===== src/rtl/cic_integrator_chain.sv =====
// Cascaded integrator chain for a CIC decimator/interpolator front end.
// Each stage accumulates the registered output of the stage before it, qualified by a
// valid bit that travels down the chain alongside the data. Overflow either wraps or
// saturates per stage, and any overflow raises a sticky flag until clr or reset.
module cic_integrator_chain #(
   parameter int unsigned IN_W    = 16,
   parameter int unsigned ACC_W   = 19,
   parameter int unsigned NSTAGES = 3,
   parameter int unsigned SAT     = 0
) (
   input  logic                    clk,
   input  logic                    rst,
   input  logic                    clr,
   input  logic signed [IN_W-1:0]  in,
   input  logic                    in_valid,
   output logic signed [ACC_W-1:0] out,
   output logic                    out_valid,
   output logic                    ovf
);

   localparam logic signed [ACC_W-1:0] AccMax = {1'b0, {(ACC_W-1){1'b1}}};
   localparam logic signed [ACC_W-1:0] AccMin = {1'b1, {(ACC_W-1){1'b0}}};

   logic signed [ACC_W-1:0] acc_q [NSTAGES];
   logic signed [ACC_W-1:0] acc_d [NSTAGES];
   logic [NSTAGES-1:0]      v_q, v_d;
   logic                    ovf_q, ovf_d;

   logic signed [ACC_W-1:0] in_ext;
   logic signed [ACC_W-1:0] stage_res [NSTAGES];
   logic                    stage_en  [NSTAGES];
   logic                    stage_of  [NSTAGES];

   assign in_ext = ACC_W'(in);

   for (genvar k = 0; k < NSTAGES; k++) begin : g_stage
      logic signed [ACC_W-1:0] opnd;
      logic signed [ACC_W-1:0] sum;

      if (k == 0) begin : g_first
         assign opnd        = in_ext;
         assign stage_en[k] = in_valid;
      end else begin : g_rest
         assign opnd        = acc_q[k-1];
         assign stage_en[k] = v_q[k-1];
      end

      assign sum = acc_q[k] + opnd;
      // Same-sign operands whose sum flips sign have left the ACC_W range.
      assign stage_of[k] = stage_en[k] && (acc_q[k][ACC_W-1] == opnd[ACC_W-1]) &&
                           (sum[ACC_W-1] != acc_q[k][ACC_W-1]);
      // The clamp direction follows the operands' shared sign.
      assign stage_res[k] = (stage_of[k] && (SAT != 0)) ?
                            (acc_q[k][ACC_W-1] ? AccMin : AccMax) : sum;
   end

   // Next state: clr wins, otherwise enabled stages accumulate and valids shift down.
   always_comb begin
      v_d   = v_q;
      ovf_d = ovf_q;
      for (int k = 0; k < NSTAGES; k++) begin
         acc_d[k] = acc_q[k];
      end
      if (clr) begin
         v_d   = '0;
         ovf_d = 1'b0;
         for (int k = 0; k < NSTAGES; k++) begin
            acc_d[k] = '0;
         end
      end else begin
         for (int k = 0; k < NSTAGES; k++) begin
            v_d[k] = stage_en[k];
            if (stage_en[k]) begin
               acc_d[k] = stage_res[k];
            end
            if (stage_of[k]) begin
               ovf_d = 1'b1;
            end
         end
      end
   end

   // State registers with asynchronous active-low reset.
   always_ff @(posedge clk or negedge rst) begin
      if (!rst) begin
         v_q   <= '0;
         ovf_q <= 1'b0;
         for (int k = 0; k < NSTAGES; k++) begin
            acc_q[k] <= '0;
         end
      end else begin
         v_q   <= v_d;
         ovf_q <= ovf_d;
         for (int k = 0; k < NSTAGES; k++) begin
            acc_q[k] <= acc_d[k];
         end
      end
   end

   assign out       = acc_q[NSTAGES-1];
   assign out_valid = v_q[NSTAGES-1];
   assign ovf       = ovf_q;

endmodule


===== config.mk =====
export PLATFORM = sky130hd
export DESIGN_NAME = cic_integrator_chain
export DESIGN_NICKNAME = d
export VERILOG_FILES = /design/src/rtl/cic_integrator_chain.sv
export SDC_FILE = /design/constraint.sdc
export NUM_CORES = 1
export LEC_CHECK = 0
export BUFFER_PORTS_ARGS = -buffer_cell sky130_fd_sc_hd__buf_2
export CAP_MARGIN = 20
export CORE_MARGIN = 2
export CORE_UTILIZATION = 55
export CTS_BUF_LIST = sky130_fd_sc_hd__clkbuf_16
export CTS_CLUSTER_DIAMETER = 40
export DETAILED_ROUTE_END_ITERATION = 8
export MAX_ROUTING_LAYER = met4
export PLACE_DENSITY = 0.77
export SLEW_MARGIN = 25
export SYNTH_ARGS = -nofsm -noshare
export SYNTH_HDL_FRONTEND = slang
export SYNTH_SLANG_ARGS = --single-unit

===== constraint.sdc =====
create_clock -name clk -period 2.5 [get_ports clk]
set_input_delay 0.25 -clock clk [delete_from_list [all_inputs] [get_ports clk]]
set_output_delay 0.25 -clock clk [all_outputs]
set_load 0.02 [all_outputs]

== Word level (Yosys, flattened, before mapping) ==
Index checks and enable logic that the tools add are counted.

* Register bits: 61
* Input bits: 20
* Output and inout bits: 21
* Word-level logic and storage cells: 33

* Add/subtract/negate cells: 3
* Equality and inequality tests: 6
* Muxes and demuxes: 9
* Reduce and logical (&&, ||, !) cells: 10

{| class="wikitable"
|+ Operators with widths
! operator !! count
|-
| $mux 19 || 3
|-
| $mux 57 || 1
|-
| $add 19x19->19 || 2
|-
| $add 19x16->19 || 1
|-
| $logic_and 1x1->1 || 6
|-
| $reduce_bool 2->1 || 3
|-
| $mux 1 || 4
|-
| $reduce_bool 4->1 || 1
|-
| $eq 1x1->1 || 3
|-
| $mux 3 || 1
|-
| $ne 1x1->1 || 3
|}

== Longest topological paths before layout ==
* Depth in word-level cells: 7
* Gate-level depth with buffers: 12
* Depth with buffers taken out: 12

== Least setup slack after synthesis ==
No wires, ideal clock.

* Kind: register to register
* Start: register acc_q (netlist bit g_stage[1].opnd[0])
* End: register ovf_q (netlist: ovf)
* Setup time: 137 ps
* Data arrival time: 2417 ps
* Required time: 2363 ps
* Slack: -54 ps
* Stages on the path, launching flop included: 13
* Buffers on the path: 0
* Clock period less this slack: 2554 ps
* Path through: dfrtp_1 ha_1 inv_1 fa_1 nor2b_2 o31ai_1 a211oi_1 o21ai_1 a31oi_1 a31oi_2 mux2i_1 a221oi_1 a31oi_1

* Word-level cells in the longest chain between the ends: 6
* Elaborated cells between the ends (all ways): 10
* Those cells by class: add/sub (2); eq/ne (2); mux (3); reduce/logical (3)

{| class="wikitable"
|+ Ends and longest elaborated chain
! item !! RTL line !! RTL
|-
| from (decl) || 24 || <nowiki>logic signed [ACC_W-1:0] acc_q [NSTAGES];</nowiki>
|-
| from (signal, indexed assignment) || 95 || <nowiki>acc_q[k] <= acc_d[k];</nowiki>
|-
| $add 19x19->19 || 48 || <nowiki>assign sum = acc_q[k] + opnd;</nowiki>
|-
| $ne 1x1->1 || 51 || <nowiki>(sum[ACC_W-1] != acc_q[k][ACC_W-1]);</nowiki>
|-
| $logic_and 1x1->1 || 50 || <nowiki>assign stage_of[k] = stage_en[k] && (acc_q[k][ACC_W-1] == opnd[ACC_W-1]) &&</nowiki>
|-
| $mux 1 (2 in series) || 76 || <nowiki>if (stage_of[k]) begin</nowiki>
|-
| $mux 1 || 64 || <nowiki>if (clr) begin</nowiki>
|-
| to (signal assigned) || 93 || <nowiki>ovf_q <= ovf_d;</nowiki>
|-
| to (decl) || 27 || <nowiki>logic ovf_q, ovf_d;</nowiki>
|}

Several ways; a longest one is shown, not always the timed one.
A chain may end at the register's enable or synchronous reset.

== Worst setup path after layout ==
* Start: register acc_q (netlist bit g_stage[1].opnd[2])
* End: register acc_q (netlist bit g_stage[2].opnd[17])

* Word-level cells in the longest chain between the ends: 3

{| class="wikitable"
|+ Ends and longest elaborated chain
! item !! RTL line !! RTL
|-
| $add 19x19->19 || 48 ||
|-
| $mux 19 || 73 || <nowiki>if (stage_en[k]) begin</nowiki>
|-
| $mux 57 || 64 ||
|}

No other way between the ends. The select of a mux whose other input is x is not followed.

==> out/results.txt <==
outcome = complete, but fails checks
violated checks = setup timing
synth unique cells = 58
Max Root-Sink Buffers = 2
count of pins over their slew limit = 0
die area = 0.00968 mm²
DRT antenna net count = 0
largest net degree at the start of global routing = 49
Core Rows = 34
CP Launch Type = flip-flop
Synth warnings = 0
I/O Buffers = 40
multi-input logic area = 0.00358 mm²
Mapped Cells = 539
wire per inst = 16.9 µm
io pins = 41
first-pass GRT wire length = 21,500 µm
fin crit share = 106%
CP arrival = 2870 ps
Final setup viols = 5
Commonest cells post-synth = 78 x nor2_1, 61 x dfrtp_1, 54 x ha_1
number of global-route vias before repair = 4,755
GRT Total Usage = 27.9%
asr flop ratio synth = 100%
CTS buffer count = 9
drt via density = 5.94
Max-slew headroom = 39.3%
first drt pass iteration count = 4
buffer and inverter count on the worst path = 1
top-count cell post-synth = nor2_1
Critical-path top delay cell = dfrtp_1
crit-path cells = ha_1 > buf_4 > a21o_1 > a31oi_4 > a31oi_4 > a221oi_2 > nor2b_2 > a221oi_2 > nor4b_2 > a211o_1
ANT cells = 0
mean post-synth cell area = 9.09 µm²
Worst path max stage delay = 410 ps
register clock-pin slew on the reported worst setup and hold paths = 50 ps
Mapped Area = 0.00490 mm²
post-route minimum period = 2660 ps
Starting Density = 56.5%
Die Ht = 98.4 µm
Net Count, Synth = 616
share of layout cells above drive strength 1 = 30.4%
WL final = 12,900 µm
Final Skew = 4.55 ps
storage element area = 0.00153 mm²
initial antenna violation count = 0
PwrDens = 545 mW/mm²
family with the most delay on the worst path = compound AO/OA/AOI/OAI gates
clock network latency to the later pin of the worst-skew pair = 330 ps
Slew @ Worst Pin = 911 ps
Final Core Density = 73.7%
Die Width = 98.4 µm
Final #Nets = 727
Final Hold Fails = 0
DRT iter0 DRCs = 201
post-synthesis register bit count = 61
Root Buffer = clkbuf_16
sequential share of the synthesized area = 31.1%
top-area cell type share of the netlist area = 31.1%
Core Area = 0.00868 mm²
GRT overflow = 0
Setup WS post-layout = -158 ps
Max Cap Viol = 0
clock sinks = 61
Setup Crit Path Kind = reg -> reg
H-tree depth = 3
DR vias = 4,523
Final Power = 0.00349 W
critical path required time = 2710 ps
post-synth top area cell = dfrtp_1
area growth from synthesis to final layout = 30.6%
fillcell total = 644
Peak VDD IR = 0.000466 V
GP Congestion = 0.894
count of flip-flops with a built-in enable after synthesis = 0
synth top area cells = dfrtp_1 31%, ha_1 14%, mux2i_1 6.3%
DP Worst Slack = -403 ps
DR DRC count = 0
Crit. End Element = flip-flop
dominant synthesized flop cell = dfrtp_1
Critical Path Fanout Max = 3
fmax = 0.376 GHz
DPL Wire Length = 8610 µm
RSZ-0062 raised after global routing = yes
CTS tree = done
Leak = 3.19 nW
HP Class = in -> async
[sequential cells by signal (all words and copies together), names as in the netlist]
name / count
g_stage.opnd: 38
out: 19
ovf: 1
v_q: 3
[cell type report]
class                           count  share of cell area [%]
Multi-Input combinational cell    443                    56.0
Sequential cell                    61                    23.9
Timing Repair Buffer              117                    12.6
Clock buffer                        9                    3.52
Tap cell                          108                    2.11
Inverter                           18                    1.06
Clock inverter                      6                   0.860
[layout by cell type (no fill, tap or decap), drive strengths merged, types with 4 or more instances in the layout]
cell	Yosys	routed
nor2b	7	7
buf	8	116
o211ai	5	5
ha	54	54
nor3	8	8
a32oi	4	4
o21a	6	6
mux2i	31	31
a21o	25	25
clkbuf	9	9
nand2	26	26
xnor2	29	29
inv	18	18
a31oi	10	10
a21oi	42	42
a211oi	14	14
o31ai	4	4
nand2b	9	9
nor2	78	78
dfrtp	61	61
xor2	9	9
and3	5	5
nand3	7	7
o21ai	18	18
clkinv	0	4
[what timing repair did]
item | 4_1_cts | 5_1_grt
hold buffers | 1 | 0
pin swaps | 35 | 43
resized for setup | 39 | 37
setup buffers | 10 | 11
endpoints found under the hold margin | 27 | 0
endpoints found under the setup margin | 15 | 23
gates cloned | 0 | 0
[stage by stage]
step                hold WS, ps  TNS (ps)  instance area, µm²  cells
floorplan                 -45.6         0                4900    539
global placement           52.1     -1050                5600    727
detailed placement         54.6     -2140                5600    727
CTS                         243      -503                6160    753
global route                256     -1550                6400    762
finish                      246      -449                6400    762
[power by group]
part / switching, W / leakage, nW / internal (W) / total, W
registers: 0.0000834 / 0.828 / 0.00106 / 0.00115
clock network: 0.000446 / 0.136 / 0.000754 / 0.00120
logic: 0.000586 / 2.22 / 0.000558 / 0.00114
total: 0.00111 / 3.19 / 0.00238 / 0.00349
[per-layer routing]
layer	part of all wire, %	track usage, %	wire, µm	vias to the layer above
met4	2.1	9.38	269	0
met3	3.2	5.44	410	27
li1	-	-	-	2214
met5	0	-	0	-
met1	41	30.6	5290	2202
met2	54	50.4	6930	80
[kinds of logic (layout without fill, tap and decap cells)]
group,Yosys count,after routing,share of synthesized area [%]
buf+inv,35,150,2.68
mux,31,31,6.33
compound gates,152,152,21.9
fa+ha+maj,57,57,15.0
simple gates,165,165,16.2
xor+xnor,38,38,6.79
flops,61,61,31.1
[path summary, 6_finish.rpt]
| kind | startpoint | endpoint | slack (ps) | cells past startpoint |
|---|---|---|---|---|
| setup / recovery | g_stage[1].opnd[2] | g_stage[2].opnd[17] | -160 | 10 |
| hold / removal | rst | g_stage[2].opnd[17] | 250 | 2 |
| setup reg to reg | g_stage[1].opnd[2] | g_stage[2].opnd[17] | -160 | 10 |
| hold reg to reg | out[17] | out[17] | 540 | 2 |
| max in group asynchronous | rst | g_stage[2].opnd[1] | 1600 | 3 |
| min in group clk | in[0] | g_stage[1].opnd[0] | 320 | 4 |
(Power assumes the default switching activity.)
